## config.mk

```make
export PLATFORM = sky130hd
export DESIGN_NAME = control_sequencer
export DESIGN_NICKNAME = d
export VERILOG_FILES = /design/src/rtl/cpu_ctrl_pkg.sv /design/src/rtl/ctrl_class_decode.sv /design/src/rtl/control_sequencer.sv
export SDC_FILE = /design/constraint.sdc
export NUM_CORES = 1
export LEC_CHECK = 0
export CAP_MARGIN = 20
export CORE_ASPECT_RATIO = 0.6
export CORE_MARGIN = 2
export CORE_UTILIZATION = 35
export CTS_BUF_LIST = sky130_fd_sc_hd__clkbuf_8
export CTS_CLUSTER_SIZE = 10
export DETAILED_ROUTE_END_ITERATION = 10
export GPL_TIMING_DRIVEN = 0
export PLACE_DENSITY = 0.8
export SYNTH_ARGS = -nofsm -noshare
export SYNTH_HDL_FRONTEND = slang
export SYNTH_SLANG_ARGS = --single-unit
```

## constraint.sdc

```tcl
create_clock -name clock -period 2.53 [get_ports clock]
set_input_delay 0.506 -clock clock [delete_from_list [all_inputs] [get_ports clock]]
set_output_delay 0.506 -clock clock [all_outputs]
set_load 0.05 [all_outputs]
```

## src/rtl/cpu_ctrl_pkg.sv

```systemverilog
// Shared opcode constants, sequencer states and instruction classes for the
// hardwired CPU control unit.
package cpu_ctrl_pkg;

    localparam logic [4:0] OP_LD   = 5'b00000;
    localparam logic [4:0] OP_LDI  = 5'b00001;
    localparam logic [4:0] OP_ST   = 5'b00010;
    localparam logic [4:0] OP_ADD  = 5'b00011;
    localparam logic [4:0] OP_SUB  = 5'b00100;
    localparam logic [4:0] OP_SHR  = 5'b00101;
    localparam logic [4:0] OP_SHRA = 5'b00110;
    localparam logic [4:0] OP_SHL  = 5'b00111;
    localparam logic [4:0] OP_ROR  = 5'b01000;
    localparam logic [4:0] OP_ROL  = 5'b01001;
    localparam logic [4:0] OP_AND  = 5'b01010;
    localparam logic [4:0] OP_OR   = 5'b01011;
    localparam logic [4:0] OP_ADDI = 5'b01100;
    localparam logic [4:0] OP_ANDI = 5'b01101;
    localparam logic [4:0] OP_ORI  = 5'b01110;
    localparam logic [4:0] OP_MUL  = 5'b01111;
    localparam logic [4:0] OP_DIV  = 5'b10000;
    localparam logic [4:0] OP_NEG  = 5'b10001;
    localparam logic [4:0] OP_NOT  = 5'b10010;
    localparam logic [4:0] OP_BR   = 5'b10011;
    localparam logic [4:0] OP_JR   = 5'b10100;
    localparam logic [4:0] OP_JAL  = 5'b10101;
    localparam logic [4:0] OP_IN   = 5'b10110;
    localparam logic [4:0] OP_OUT  = 5'b10111;
    localparam logic [4:0] OP_MFHI = 5'b11000;
    localparam logic [4:0] OP_MFLO = 5'b11001;
    localparam logic [4:0] OP_NOP  = 5'b11010;
    localparam logic [4:0] OP_HALT = 5'b11011;

    typedef enum logic [3:0] {
        T0, T1, T2, T3, T4, T5, T6, T7, HALT
    } state_t;

    typedef enum logic [3:0] {
        CL_RTYPE, CL_IMM, CL_UNARY, CL_MULDIV, CL_LD, CL_LDI, CL_ST, CL_BR,
        CL_JR, CL_JAL, CL_IN, CL_OUT, CL_MFHI, CL_MFLO, CL_NOP, CL_HALT
    } class_t;

endpackage

```

## src/rtl/ctrl_class_decode.sv

```systemverilog
// Opcode -> instruction class, final execute step, ALU operation and legality.
import cpu_ctrl_pkg::*;

module ctrl_class_decode (
    input  logic [4:0] op,
    output class_t     cls,
    output state_t     last_step,
    output logic [4:0] alu_op,
    output logic       legal
);

    always_comb begin
        cls       = CL_NOP;
        last_step = T3;
        alu_op    = op;
        legal     = 1'b1;
        case (op)
            OP_ADD, OP_SUB, OP_AND, OP_OR, OP_SHR, OP_SHRA, OP_SHL, OP_ROR, OP_ROL: begin
                cls = CL_RTYPE; last_step = T5;
            end
            OP_ADDI: begin cls = CL_IMM; last_step = T5; alu_op = OP_ADD; end
            OP_ANDI: begin cls = CL_IMM; last_step = T5; alu_op = OP_AND; end
            OP_ORI:  begin cls = CL_IMM; last_step = T5; alu_op = OP_OR;  end
            OP_NEG, OP_NOT: begin cls = CL_UNARY; last_step = T4; end
            OP_MUL, OP_DIV: begin cls = CL_MULDIV; last_step = T6; end
            // Memory ops and branches compute their effective address with ADD.
            OP_LD:   begin cls = CL_LD;  last_step = T7; alu_op = OP_ADD; end
            OP_LDI:  begin cls = CL_LDI; last_step = T5; alu_op = OP_ADD; end
            OP_ST:   begin cls = CL_ST;  last_step = T7; alu_op = OP_ADD; end
            OP_BR:   begin cls = CL_BR;  last_step = T6; alu_op = OP_ADD; end
            OP_JR:   cls = CL_JR;
            OP_JAL:  begin cls = CL_JAL; last_step = T4; end
            OP_IN:   cls = CL_IN;
            OP_OUT:  cls = CL_OUT;
            OP_MFHI: cls = CL_MFHI;
            OP_MFLO: cls = CL_MFLO;
            OP_NOP:  cls = CL_NOP;
            OP_HALT: cls = CL_HALT;
            default: legal = 1'b0;
        endcase
    end

endmodule

```

## src/rtl/control_sequencer.sv

```systemverilog
// Hardwired Moore control unit: fetch T0-T2, execute T3-T7, HALT.
// Strobes are decoded from the state register and the latched IR.
import cpu_ctrl_pkg::*;

module control_sequencer #(
    parameter int MEM_WAIT = 0
) (
    input  logic        clock,
    input  logic        clear,
    input  logic [31:0] IR,
    input  logic        con_ff_bit,
    input  logic        stop,
    output logic        IRin, PCin, RYin, RZin, MARin, MDRin, HIin, LOin, Outport_in,
    output logic        HIout, LOout, Zhi_out, Zlo_out, PCout, MDRout, Inport_out, Cout,
    output logic        Gra, Grb, Grc, Rin, Rout, BAout, CONin,
    output logic [4:0]  opcode,
    output logic        IncPC,
    output logic        Mem_read,
    output logic        Mem_write,
    output logic        run,
    output logic        illegal_op
);

    state_t     state, state_nx;
    logic [2:0] wait_cnt, wait_nx;
    logic       ill_q, ill_nx;
    logic       wait_state, wait_last;

    class_t     cls;
    state_t     last_step;
    logic [4:0] alu_op;
    logic       legal;

    logic       unused_ir;
    assign unused_ir = ^IR[26:0];

    ctrl_class_decode u_dec (
        .op        (IR[31:27]),
        .cls       (cls),
        .last_step (last_step),
        .alu_op    (alu_op),
        .legal     (legal)
    );

    // Memory-facing steps repeat until the wait counter reaches MEM_WAIT.
    assign wait_last  = (wait_cnt == 3'(MEM_WAIT));
    assign wait_state = (state == T1) ||
                        (state == T6 && cls == CL_LD) ||
                        (state == T7 && cls == CL_ST);

    always_ff @(posedge clock) begin
        if (clear) begin
            state    <= T0;
            wait_cnt <= '0;
            ill_q    <= 1'b0;
        end else begin
            state    <= state_nx;
            wait_cnt <= wait_nx;
            ill_q    <= ill_nx;
        end
    end

    always_comb begin
        state_nx = state;
        wait_nx  = '0;
        ill_nx   = ill_q;
        if (state == T3 && !legal)
            ill_nx = 1'b1;
        if (wait_state && !wait_last) begin
            wait_nx = wait_cnt + 3'd1;
        end else begin
            case (state)
                T0:   state_nx = T1;
                T1:   state_nx = T2;
                T2:   state_nx = T3;
                HALT: state_nx = HALT;
                default: begin
                    if (state == T3 && cls == CL_HALT)
                        state_nx = HALT;
                    else if (state == last_step)
                        state_nx = stop ? HALT : T0;
                    else
                        state_nx = state_t'(state + 4'd1);
                end
            endcase
        end
    end

    always_comb begin
        {IRin, PCin, RYin, RZin, MARin, MDRin, HIin, LOin, Outport_in,
         HIout, LOout, Zhi_out, Zlo_out, PCout, MDRout, Inport_out, Cout,
         Gra, Grb, Grc, Rin, Rout, BAout, CONin, IncPC, Mem_read, Mem_write} = '0;
        opcode     = IR[31:27];
        run        = (state != HALT);
        illegal_op = ill_q;
        case (state)
            T0: begin PCout = 1'b1; MARin = 1'b1; IncPC = 1'b1; RZin = 1'b1; end
            T1: begin
                Zlo_out = 1'b1; Mem_read = 1'b1;
                if (wait_last) begin PCin = 1'b1; MDRin = 1'b1; end
            end
            T2: begin MDRout = 1'b1; IRin = 1'b1; end
            T3: case (cls)
                CL_RTYPE, CL_IMM: begin Grb = 1'b1; Rout = 1'b1; RYin = 1'b1; end
                CL_UNARY:  begin Grb = 1'b1; Rout = 1'b1; RZin = 1'b1; opcode = alu_op; end
                CL_MULDIV: begin Gra = 1'b1; Rout = 1'b1; RYin = 1'b1; end
                CL_LD, CL_LDI, CL_ST: begin
                    Grb = 1'b1; Rout = 1'b1; BAout = 1'b1; RYin = 1'b1;
                end
                CL_BR:   begin Gra = 1'b1; Rout = 1'b1; CONin = 1'b1; end
                CL_JR:   begin Gra = 1'b1; Rout = 1'b1; PCin = 1'b1; end
                CL_JAL:  begin PCout = 1'b1; Grb = 1'b1; Rin = 1'b1; end
                CL_IN:   begin Inport_out = 1'b1; Gra = 1'b1; Rin = 1'b1; end
                CL_OUT:  begin Gra = 1'b1; Rout = 1'b1; Outport_in = 1'b1; end
                CL_MFHI: begin HIout = 1'b1; Gra = 1'b1; Rin = 1'b1; end
                CL_MFLO: begin LOout = 1'b1; Gra = 1'b1; Rin = 1'b1; end
                default: ;
            endcase
            T4: case (cls)
                CL_RTYPE:  begin Grc = 1'b1; Rout = 1'b1; RZin = 1'b1; opcode = alu_op; end
                CL_IMM, CL_LD, CL_LDI, CL_ST: begin
                    Cout = 1'b1; RZin = 1'b1; opcode = alu_op;
                end
                CL_UNARY:  begin Zlo_out = 1'b1; Gra = 1'b1; Rin = 1'b1; end
                CL_MULDIV: begin Grb = 1'b1; Rout = 1'b1; RZin = 1'b1; opcode = alu_op; end
                CL_BR:     begin PCout = 1'b1; RYin = 1'b1; end
                CL_JAL:    begin Gra = 1'b1; Rout = 1'b1; PCin = 1'b1; end
                default: ;
            endcase
            T5: case (cls)
                CL_RTYPE, CL_IMM, CL_LDI: begin Zlo_out = 1'b1; Gra = 1'b1; Rin = 1'b1; end
                CL_MULDIV:   begin Zlo_out = 1'b1; LOin = 1'b1; end
                CL_LD, CL_ST: begin Zlo_out = 1'b1; MARin = 1'b1; end
                CL_BR:       begin Cout = 1'b1; RZin = 1'b1; opcode = alu_op; end
                default: ;
            endcase
            T6: case (cls)
                CL_MULDIV: begin Zhi_out = 1'b1; HIin = 1'b1; end
                CL_LD:     begin Mem_read = 1'b1; MDRin = wait_last; end
                CL_ST:     begin Gra = 1'b1; Rout = 1'b1; MDRin = 1'b1; end
                CL_BR:     if (con_ff_bit) begin Zlo_out = 1'b1; PCin = 1'b1; end
                default: ;
            endcase
            T7: case (cls)
                CL_LD:   begin MDRout = 1'b1; Gra = 1'b1; Rin = 1'b1; end
                CL_ST:   Mem_write = 1'b1;
                default: ;
            endcase
            default: ;
        endcase
        // Nothing leaves the unit while clear is being sampled.
        if (clear) begin
            {IRin, PCin, RYin, RZin, MARin, MDRin, HIin, LOin, Outport_in,
             HIout, LOout, Zhi_out, Zlo_out, PCout, MDRout, Inport_out, Cout,
             Gra, Grb, Grc, Rin, Rout, BAout, CONin, IncPC, Mem_read, Mem_write} = '0;
            opcode     = '0;
            run        = 1'b0;
            illegal_op = 1'b0;
        end
    end

endmodule

```

==> metrics.txt, run 1 <==
status finished, violations left; violated checks negative setup slack; PortBufs 40; max incr delay on CP ~0.30 ns; clk root buf clkbuf_8; H-tree levels 1; row cnt 18; syn_area_per_cell 6.30 um^2; CP Max Fanout 9; DIE WIDTH a little under 90 um; Num CTS Buffers 3; commonest non-fill, non-tap cells in the layout 38 x buf_4, 19 x nor2_1, 18 x nand2_1, 13 x buf_6, 11 x clkbuf_2; cell area after synthesis between 1000 and 1500 um^2; number of max-cap violations 0; final worst-path cycle share 1.02; worst slew pin tran approximately 0.51 ns; max frequency approximately 390 MHz; clock-pin slew on the worst setup and hold paths 0.04 ns; hold_ws 0.469 ns; hold crit path type flop to flop; final setup margin -0.0536 ns; final-report setup violation count 6; setup_tns -0.138 ns; worst slack, placed -1.41 ns; worst setup path category flop to output pin; Top-Level Pins 70; Vias 2,207; Synth Net Count between 200 and 300; Distinct cells, synth 55; crit-path cells buf_4 > nor2b_1 > buf_4 > nand2_4 > o21a_1 > nand3b_1 > o211ai_1 > a211oi_4 > buf_6; routability cong. around 0.9; Primary FF master, synth dfxtp_1; Total Nets Final approximately 360; post-route DRC violation count 0; Initial Util 0.364; crit path DAT 2.08 ns; Clock Tree Buf Depth 2; clk sink count 8; final hold vios 0; RSZ-0062 raised after global routing true; vias in the first global route about 1,900; HPWL Detailed around 4.3 mm; sequential area share after synthesis 0.107; WL per Instance roughly 18 um; Post-synth EDFFs 0; Setup crit end kind output pin; max-slew violation count 0; core area around 4000 um^2; Rel. slew slack 0.662; largest net degree at the start of global routing 11; all-layer global routing usage 0.262; PwrDens between 500 and 600 nW/um^2; CTS tree built; Routed WL roughly 6.9 mm; first-pass GRT wire length slightly below 10 mm; CP most frequent cell buf_4; commonest non-fill, non-tap cell in the layout buf_4; ys async rst share 0; Die Span Y ~55 um; flop and latch count out of synthesis 8; DRT Pass-1 Iters 5; Inserted Diodes 0; CP Launch Type flop; Syn-to-layout area delta 86.2%; yosys warns 0; initial antenna violation count 0; minimum clock period between 2 and 3 ns; Req. time, crit path a little over 2 ns; Worst-Skew Late Latency ~0.24 ns; Setup Skew just under 0.01 ns; cell with the biggest individual delay on the critical path dfxtp_1; initial detailed-routing violation count between 200 and 250; share of cells above drive strength 1 0.497; Overflow after GRT 0; Vias/cell around 5.9; die area ~4800 um^2; Synth Instances roughly 240; leakage between 1 and 1.5 nW; DRT antenna net count 0; worst-case vdd ir drop roughly 0.42 mV
## logic make-up after synthesis
| group | after synthesis | synth area share |
|---|---|---|
| and+or+nand+nor | 113 | 0.390 |
| AOI/OAI and AO/OA | 66 | 0.296 |
| buffers and inverters | 37 | 0.106 |
| DFF | 8 | 0.107 |
| adders and majority gates | 6 | 0.0501 |
| xor gates and xnor gates | 5 | 0.0292 |
| muxes | 3 | 0.0217 |
## cells in the mapped netlist, types with 3 or more instances
| library cell | instances | area share |
|---|---|---|
| a21oi_1 | 17 | 0.057 |
| a31oi_1 | 5 | 0.021 |
| a32oi_1 | 3 | 0.018 |
| and2_1 | 5 | 0.021 |
| and3_1 | 4 | 0.017 |
| buf_2 | 10 | 0.033 |
| clkbuf_1 | 12 | 0.030 |
| dfxtp_1 | 8 | 0.11 |
| ha_1 | 6 | 0.050 |
| inv_1 | 13 | 0.033 |
| nand2_1 | 25 | 0.063 |
| nand2b_1 | 5 | 0.021 |
| nand3_1 | 7 | 0.023 |
| nor2_1 | 27 | 0.068 |
| nor2b_1 | 5 | 0.021 |
| nor3_1 | 15 | 0.050 |
| nor4_1 | 3 | 0.013 |
| o21a_1 | 4 | 0.020 |
| o21ai_0 | 13 | 0.043 |
| or3_1 | 4 | 0.017 |
| xnor2_1 | 3 | 0.018 |
## worst paths after layout
path,from,end,slack [ns],cells after the start
max,state[2]$_SDFFE_PP0P_,opcode[3],-0.05,9
min,wait_cnt[0]$_SDFF_PP0_,wait_cnt[0]$_SDFF_PP0_,0.47,1
max reg2reg,state[0]$_SDFFE_PP0P_,state[0]$_SDFFE_PP0P_,0.39,9
min reg2reg,wait_cnt[0]$_SDFF_PP0_,wait_cnt[0]$_SDFF_PP0_,0.47,1
## registers in the layout (all words and copies together) (netlist names)
name / flops
state: 4
ill_q: 1
wait_cnt: 3
## stage by stage
stage	cell area, um^2	cells	utilization	total power, mW
6_report	2790	372	0.677	1.61
5_1_grt	2790	372	0.677	1.68
4_1_cts	2570	358	0.623	1.48
3_5_place_dp	2150	338	0.522	1.12
3_3_place_gp	2150	338	0.522	1.11
2_1_floorplan	1670	238	-	0.867
## per-layer routing
layer  GRT usage  routed length, um  share of wire
met1       0.368               2930           0.43
met2       0.416               3150           0.46
met3      0.0633                687           0.10
met4      0.0429                111          0.016
met5           0                  0              0
## area by class of cell
cell class                      instances  area, um^2
Clock buffer                            3        41.3
Multi-Input combinational cell        193        1620
Sequential cell                         8         168
Timing Repair Buffer                   74         638
Fill cell                             342        1330
Buffer                                 21         191
Tap cell                               60        75.1
Inverter                               13        57.6
## critical path, delay by kind of cell (launching register included)
| kind | cells | cell delay [ns] |
|---|---|---|
| compound gates | 3 | 0.60 |
| buf+inv | 3 | 0.56 |
| simple gates | 3 | 0.38 |
| flops | 1 | 0.30 |
## repair_timing
item,4_1_cts,5_1_grt
pin swaps,15,15
hold buffers,0,0
cloned,0,0
buffers inserted,19,15
endpoints found under the setup margin,33,26
gates resized for setup,200,70
## power breakdown
part	leakage [nW]	total, mW	switching, mW	internal (mW)
clock network	0.0216	0.166	0.0615	0.104
registers	0.0661	0.184	0.0283	0.156
logic	1.07	1.26	0.767	0.489
Power figures use the tool's default switching activity.
==> inputs of run 2 (changes only) <==
--- a/config.mk
+++ b/config.mk
@@ -13,7 +13,7 @@
 export CTS_CLUSTER_SIZE = 10
 export DETAILED_ROUTE_END_ITERATION = 10
 export GPL_TIMING_DRIVEN = 0
-export PLACE_DENSITY = 0.8
+export PLACE_DENSITY = 0.7
 export SYNTH_ARGS = -nofsm -noshare
 export SYNTH_HDL_FRONTEND = slang
 export SYNTH_SLANG_ARGS = --single-unit
==> run 2 against run 1 <==
  * The run still ends with negative setup slack left
  * Design area is 6.1% lower
  * Worst hold slack better by 0.0019 ns
  * Clock-buffer cell count stayed put
  * Die area stayed put
  * Final cell count is 1.1% lower
  * Critical path type is now primary input to output pin
  * Critical endpoint is now opcode[0]
  * Largest cell class unchanged
  * Highest routed layer unchanged
==> metrics.txt, run 2 (same netlist as run 1, synthesis figures left out) <==
Vias/cell 5.86 (was 5.93); CTS tree built (unchanged); Initial Util 0.364 (unchanged); commonest non-fill, non-tap cells in the layout 42 x buf_4, 21 x nor2_1, 18 x nand2_1, 14 x clkbuf_2, 13 x buf_6 (was 38 x buf_4, 19 x nor2_1, 18 x nand2_1, 13 x buf_6, 11 x clkbuf_2); Worst-Skew Late Latency 0.24 ns (about the same); # hold bufs at CTS 0 (unchanged); PwrDens 617 nW/um^2 (was 575 nW/um^2); final-report setup violation count 3 (was 6); Clock Tree Buf Depth 2 (unchanged); Inserted Diodes 0 (unchanged); status finished, violations left (unchanged); worst setup path category primary input to output pin (was flop to output pin); biggest registers after layout state x4, wait_cnt x3, ill_q x1 (unchanged); worst-case vdd ir drop 0.518 mV (was 0.423 mV); die area 4840 um^2 (unchanged); Num CTS Buffers 3 (unchanged); worst slack, placed -1.38 ns (was -1.41 ns); first-pass GRT wire length 10.1 mm (was 9.60 mm); largest net degree at the start of global routing 11 (unchanged); initial antenna violation count 0 (unchanged); RSZ-0062 raised after global routing true (unchanged); hold crit path type flop to flop (unchanged); crit path DAT 2.12 ns (was 2.08 ns); final worst-path cycle share 1.04 (was 1.02); Overflow after GRT 0 (unchanged); final setup margin -0.0979 ns (was -0.0536 ns); HPWL Detailed 4.31 mm (about the same); max frequency 381 MHz (was 387 MHz); Setup crit end kind output pin (unchanged); all-layer global routing usage 0.278 (was 0.262); clock-pin slew on the worst setup and hold paths 0.05 ns (was 0.04 ns); Largest Register state (unchanged); Top-Level Pins 70 (unchanged); PortBufs 40 (unchanged); Vias 2,158 (was 2,207); H-tree levels 1 (unchanged); number of flip-flops under the largest register name 4 (unchanged); leakage 1.07 nW (was 1.15 nW); Routed WL 6.53 mm (was 6.88 mm); vias in the first global route 1,889 (was 1,866); hold_ws 0.470 ns (was 0.469 ns); CP Launch Type primary input (was flop); commonest non-fill, non-tap cell in the layout buf_4 (unchanged); DRT Pass-1 Iters 5 (unchanged); initial detailed-routing violation count 285 (was 209); GR Util met3 0.0573 (was 0.0633); worst slew pin tran 0.486 ns (was 0.508 ns); WL per Instance 17.7 um (was 18.5 um); violated checks negative setup slack (unchanged); max-slew violation count 0 (unchanged); Setup Skew 0.00496 ns (was 0.00972 ns); clk sink count 8 (unchanged); minimum clock period 2.63 ns (was 2.58 ns); Total Nets Final 352 (was 356); routability cong. 0.928 (was 0.925); Rel. slew slack 0.675 (was 0.662); Req. time, crit path 2.02 ns (about the same); DIE WIDTH 88.5 um (unchanged); Die Span Y 54.7 um (unchanged); row cnt 18 (unchanged); GR met1 Demand/Resource 0.406 (was 0.368); clk root buf clkbuf_8 (unchanged); busiest layer in global routing met2 (unchanged); share of cells above drive strength 1 0.481 (was 0.497); number of max-cap violations 0 (unchanged); CP Max Fanout 6 (was 9); GRT met2 Usage 0.426 (was 0.416); core area 4120 um^2 (unchanged); Syn-to-layout area delta 74.8% (was 86.2%); post-route DRC violation count 0 (unchanged); final hold vios 0 (unchanged); DRT antenna net count 0 (unchanged)
-- run 2: cell count changes in the layout (fill, tap and decap cells not counted), sizes merged --
cell,change
buf,-5
clkbuf,+4
dlygate4sd2,-3
-- run 2: power breakdown --
part	total, mW	switching (mW)	internal, mW	leakage, nW
clock network	0.174	0.0687	0.105	0.0216
logic	1.26	0.767	0.495	0.983
registers	0.180	0.0249	0.155	0.0661
total	1.62	0.860	0.756	1.07
-- run 2: final cells by class --
class | count | area (um^2)
sequential | 8 | 168
inverter | 13 | 57.6
fill | 380 | 1500
buffer | 21 | 183
tap | 60 | 75.1
timing repair buffer | 70 | 558
multi-input combinational | 193 | 1540
clock buffer | 3 | 41.3
-- run 2: critical path, cell delays in order --
cell,delay (ns)
buf_4,0.14
buf_6,0.14
buf_4,0.14
o41ai_4,0.34
mux2_4,0.22
nand2_2,0.07
a21oi_4,0.27
o32ai_4,0.12
buf_6,0.17
-- run 2: what timing repair did --
| action | CTS | global route |
|---|---|---|
| resized for setup | 185 | 66 |
| buffers inserted | 23 | 7 |
| gates cloned | 0 | 0 |
| pin swaps | 12 | 12 |
| endpoints found under the setup margin | 33 | 29 |
-- run 2: through the flow --
stage | std cells | TNS [ns] | area (um^2) | utilization | power [mW]
final | 368 | -0.273 | 2620 | 0.636 | 1.62
after global routing | 368 | -0.512 | 2620 | 0.636 | 1.68
after CTS | 362 | -0.141 | 2520 | 0.612 | 1.52
after detailed placement | 338 | -27.73 | 2150 | 0.522 | 1.12
after global placement | 338 | -27.65 | 2150 | 0.522 | 1.11
after floorplan | 238 | -0.928 | 1670 | - | 0.867
-- run 2: final timing paths --
check / startpoint / to / slack, ns / cells after the start
max: IR[27] / opcode[0] / -0.1 / 9
min: wait_cnt[0]$_SDFF_PP0_ / wait_cnt[0]$_SDFF_PP0_ / 0.47 / 1
max reg2reg: state[0]$_SDFFE_PP0P_ / state[1]$_SDFFE_PP0P_ / 0.50 / 9
min reg2reg: wait_cnt[0]$_SDFF_PP0_ / wait_cnt[0]$_SDFF_PP0_ / 0.47 / 1
-- run 2: routing by layer --
| metal | vias to the layer above | share of wire |
|---|---|---|
| li1 | 996 | - |
| met1 | 1015 | 0.48 |
| met2 | 129 | 0.42 |
| met3 | 18 | 0.090 |
| met4 | 0 | 0.016 |
| met5 | - | 0 |
==> inputs of run 3 (changes only) <==
--- a/config.mk
+++ b/config.mk
@@ -14,6 +14,8 @@
 export DETAILED_ROUTE_END_ITERATION = 10
 export GPL_TIMING_DRIVEN = 0
 export PLACE_DENSITY = 0.7
+export REMOVE_ABC_BUFFERS = 1
+export SLEW_MARGIN = 0
 export SYNTH_ARGS = -nofsm -noshare
 export SYNTH_HDL_FRONTEND = slang
 export SYNTH_SLANG_ARGS = --single-unit
==> run 3 against run 2 <==
  * Worst setup slack got worse by 0.064 ns
  * Routed wire length fell by 19%
  * Worst hold slack improved by 0.0069 ns
  * Largest cell class unchanged
  * Non-clock buffer count fell by 39
  * The flow still finishes with violations (negative setup slack)
  * Largest power group unchanged
  * First-iteration DRC count fell by 22%
  * Final cell count fell by 11%
  * Clock power fell by 10%
  * Maximum frequency fell by 2.4%
  * Clock-buffer cell count did not move
==> metrics.txt, run 3 (same netlist as run 1, synthesis figures left out) <==
Rel. slew slack 0.670 (was 0.675); RSZ-0062 raised after global routing true (unchanged); Min-Delay Path Depth 1 (unchanged); post-route DRC violation count 0 (unchanged); clk root buf clkbuf_8 (unchanged); HPWL Detailed 3.77 mm (was 4.31 mm); post-route insts no fill 329 (was 368); Initial Util 0.364 (unchanged); Num CTS Buffers 3 (unchanged); fin util 0.514 (was 0.636); final-report setup violation count 4 (was 3); crit path DAT 2.19 ns (was 2.12 ns); number of fill cells 425 (was 380); final worst-path cycle share 1.06 (was 1.04); Storage cell area 173 um^2 (was 168 um^2); final hold vios 0 (unchanged); min-delay src wait_cnt[0]$_SDFF_PP0_ (unchanged); Inserted Diodes 0 (unchanged); busiest layer in global routing met2 (unchanged); worst setup path category primary input to output pin (unchanged); worst slew pin tran 0.497 ns (was 0.486 ns); number of flip-flops under the largest register name 4 (unchanged); clock-pin slew on the worst setup and hold paths 0.04 ns (was 0.05 ns); GRT met2 Usage 0.335 (was 0.426); CTS tree built (unchanged); worst-case reg-to-reg path depth 7 (was 9); multi-input logic area 1300 um^2 (was 1540 um^2); Total Nets Final 313 (was 352); hold_ws 0.477 ns (was 0.470 ns); leakage 0.881 nW (was 1.07 nW); violated checks negative setup slack (unchanged); commonest non-fill, non-tap cells in the layout 23 x nor2_1, 21 x nand2_1, 15 x a21oi_1, 15 x nor3_1 (was 42 x buf_4, 21 x nor2_1, 18 x nand2_1, 14 x clkbuf_2, 13 x buf_6); die area 4840 um^2 (unchanged); PortBufs 42 (was 40); # hold bufs at CTS 0 (unchanged); hold path endpoint wait_cnt[0]$_SDFF_PP0_ (unchanged); Largest Register state (unchanged); number of max-cap violations 0 (unchanged); H-tree levels 1 (unchanged); Syn-to-layout area delta 41.2% (was 74.8%); Worst-Skew Late Latency 0.23 ns (was 0.24 ns); Overflow after GRT 0 (unchanged); max frequency 371 MHz (was 381 MHz); routability cong. 0.921 (was 0.928); setup_tns -0.246 ns (was -0.273 ns); GR Util met3 0.0513 (was 0.0573); Setup crit end kind output pin (unchanged); DIE WIDTH 88.5 um (unchanged); minimum clock period 2.69 ns (was 2.63 ns); reg2reg start state[0]$_SDFFE_PP0P_ (unchanged); share of cells above drive strength 1 0.312 (was 0.481); worst-case vdd ir drop 0.395 mV (was 0.518 mV); biggest registers after layout state x4, wait_cnt x3, ill_q x1 (unchanged); Vias 1,907 (was 2,158); Vias/cell 5.80 (was 5.86); final setup margin -0.162 ns (was -0.0979 ns); Routed WL 5.32 mm (was 6.53 mm); WL per Instance 16.2 um (was 17.7 um); Req. time, crit path 2.02 ns (about the same); row cnt 18 (unchanged); DRT antenna net count 0 (unchanged); all-layer global routing usage 0.224 (was 0.278); DRT Pass-1 Iters 5 (unchanged); vias in the first global route 1,659 (was 1,889); GR met1 Demand/Resource 0.333 (was 0.406); Setup Skew 0.00687 ns (was 0.00496 ns); largest net degree at the start of global routing 26 (was 11); core area 4120 um^2 (unchanged); status finished, violations left (unchanged); CP Max Fanout 25 (was 6); Clock Tree Buf Depth 2 (unchanged); commonest non-fill, non-tap cell in the layout nor2_1 (was buf_4); Worst R2R End state[1]$_SDFFE_PP0P_ (unchanged); flop-to-flop setup slack 0.56 ns (was 0.50 ns); max-slew violation count 0 (unchanged); hold crit path type flop to flop (unchanged); Top-Level Pins 70 (unchanged); PwrDens 634 nW/um^2 (was 617 nW/um^2); initial antenna violation count 0 (unchanged); initial detailed-routing violation count 221 (was 285); Die Span Y 54.7 um (unchanged); CP Launch Type primary input (unchanged); dpl cells 317 (was 338); clk sink count 8 (unchanged); first-pass GRT wire length 8.33 mm (was 10.1 mm)
## run 3: what timing repair did
action,in CTS,in global routing
resized for setup,197,34
endpoints found under the setup margin,41,29
cloned,0,0
pin swaps,7,9
buffers inserted,8,1
## run 3: stage by stage
step	instance area [um^2]	setup slack, ns	power [mW]
global route	2120	-0.158	1.42
floorplan	1390	-1.74	0.779
global placement	1880	-1.82	1.04
CTS	2110	-0.0613	1.29
finish	2120	-0.162	1.34
detailed placement	1910	-1.77	1.06
## run 3: worst max path at each step
stage / from / end / slack, ns / depth (start not counted)
5_1_grt: IR[31] / Rin / -0.16 / 7
4_1_cts: IR[29] / Rin / -0.06 / 7
3_5_place_dp: IR[31] / Rin / -1.77 / 7
2_1_floorplan: state[2]$_SDFFE_PP0P_ / Rin / -1.74 / 5
6_report: IR[31] / Rin / -0.16 / 7
3_3_place_gp: IR[27] / opcode[3] / -1.82 / 8
## run 3: power by group
group          switching (mW)  internal, mW  total [mW]
combinational           0.631         0.347       0.977
sequential             0.0520         0.156       0.208
clock                  0.0530         0.103       0.156
## run 3: layout make-up
cell class	count	share of cell area
timing repair buffer	52	0.224
tap	60	0.0355
clock buffer	3	0.0195
inverter	13	0.0254
multi-input combinational	193	0.614
sequential	8	0.0816
## run 3: per-layer routing
layer	routed length [um]	share of wire
met5	0	0
met4	20	0.0038
met3	623	0.12
met2	2200	0.41
met1	2470	0.47
## run 3: critical path, cell delays in order
cell and delay, ns:
buf_16 0.14, nor4_4 0.39, nand3_1 0.19, nor2_1 0.14
a221oi_1 0.09, a2111oi_2 0.45, buf_4 0.27
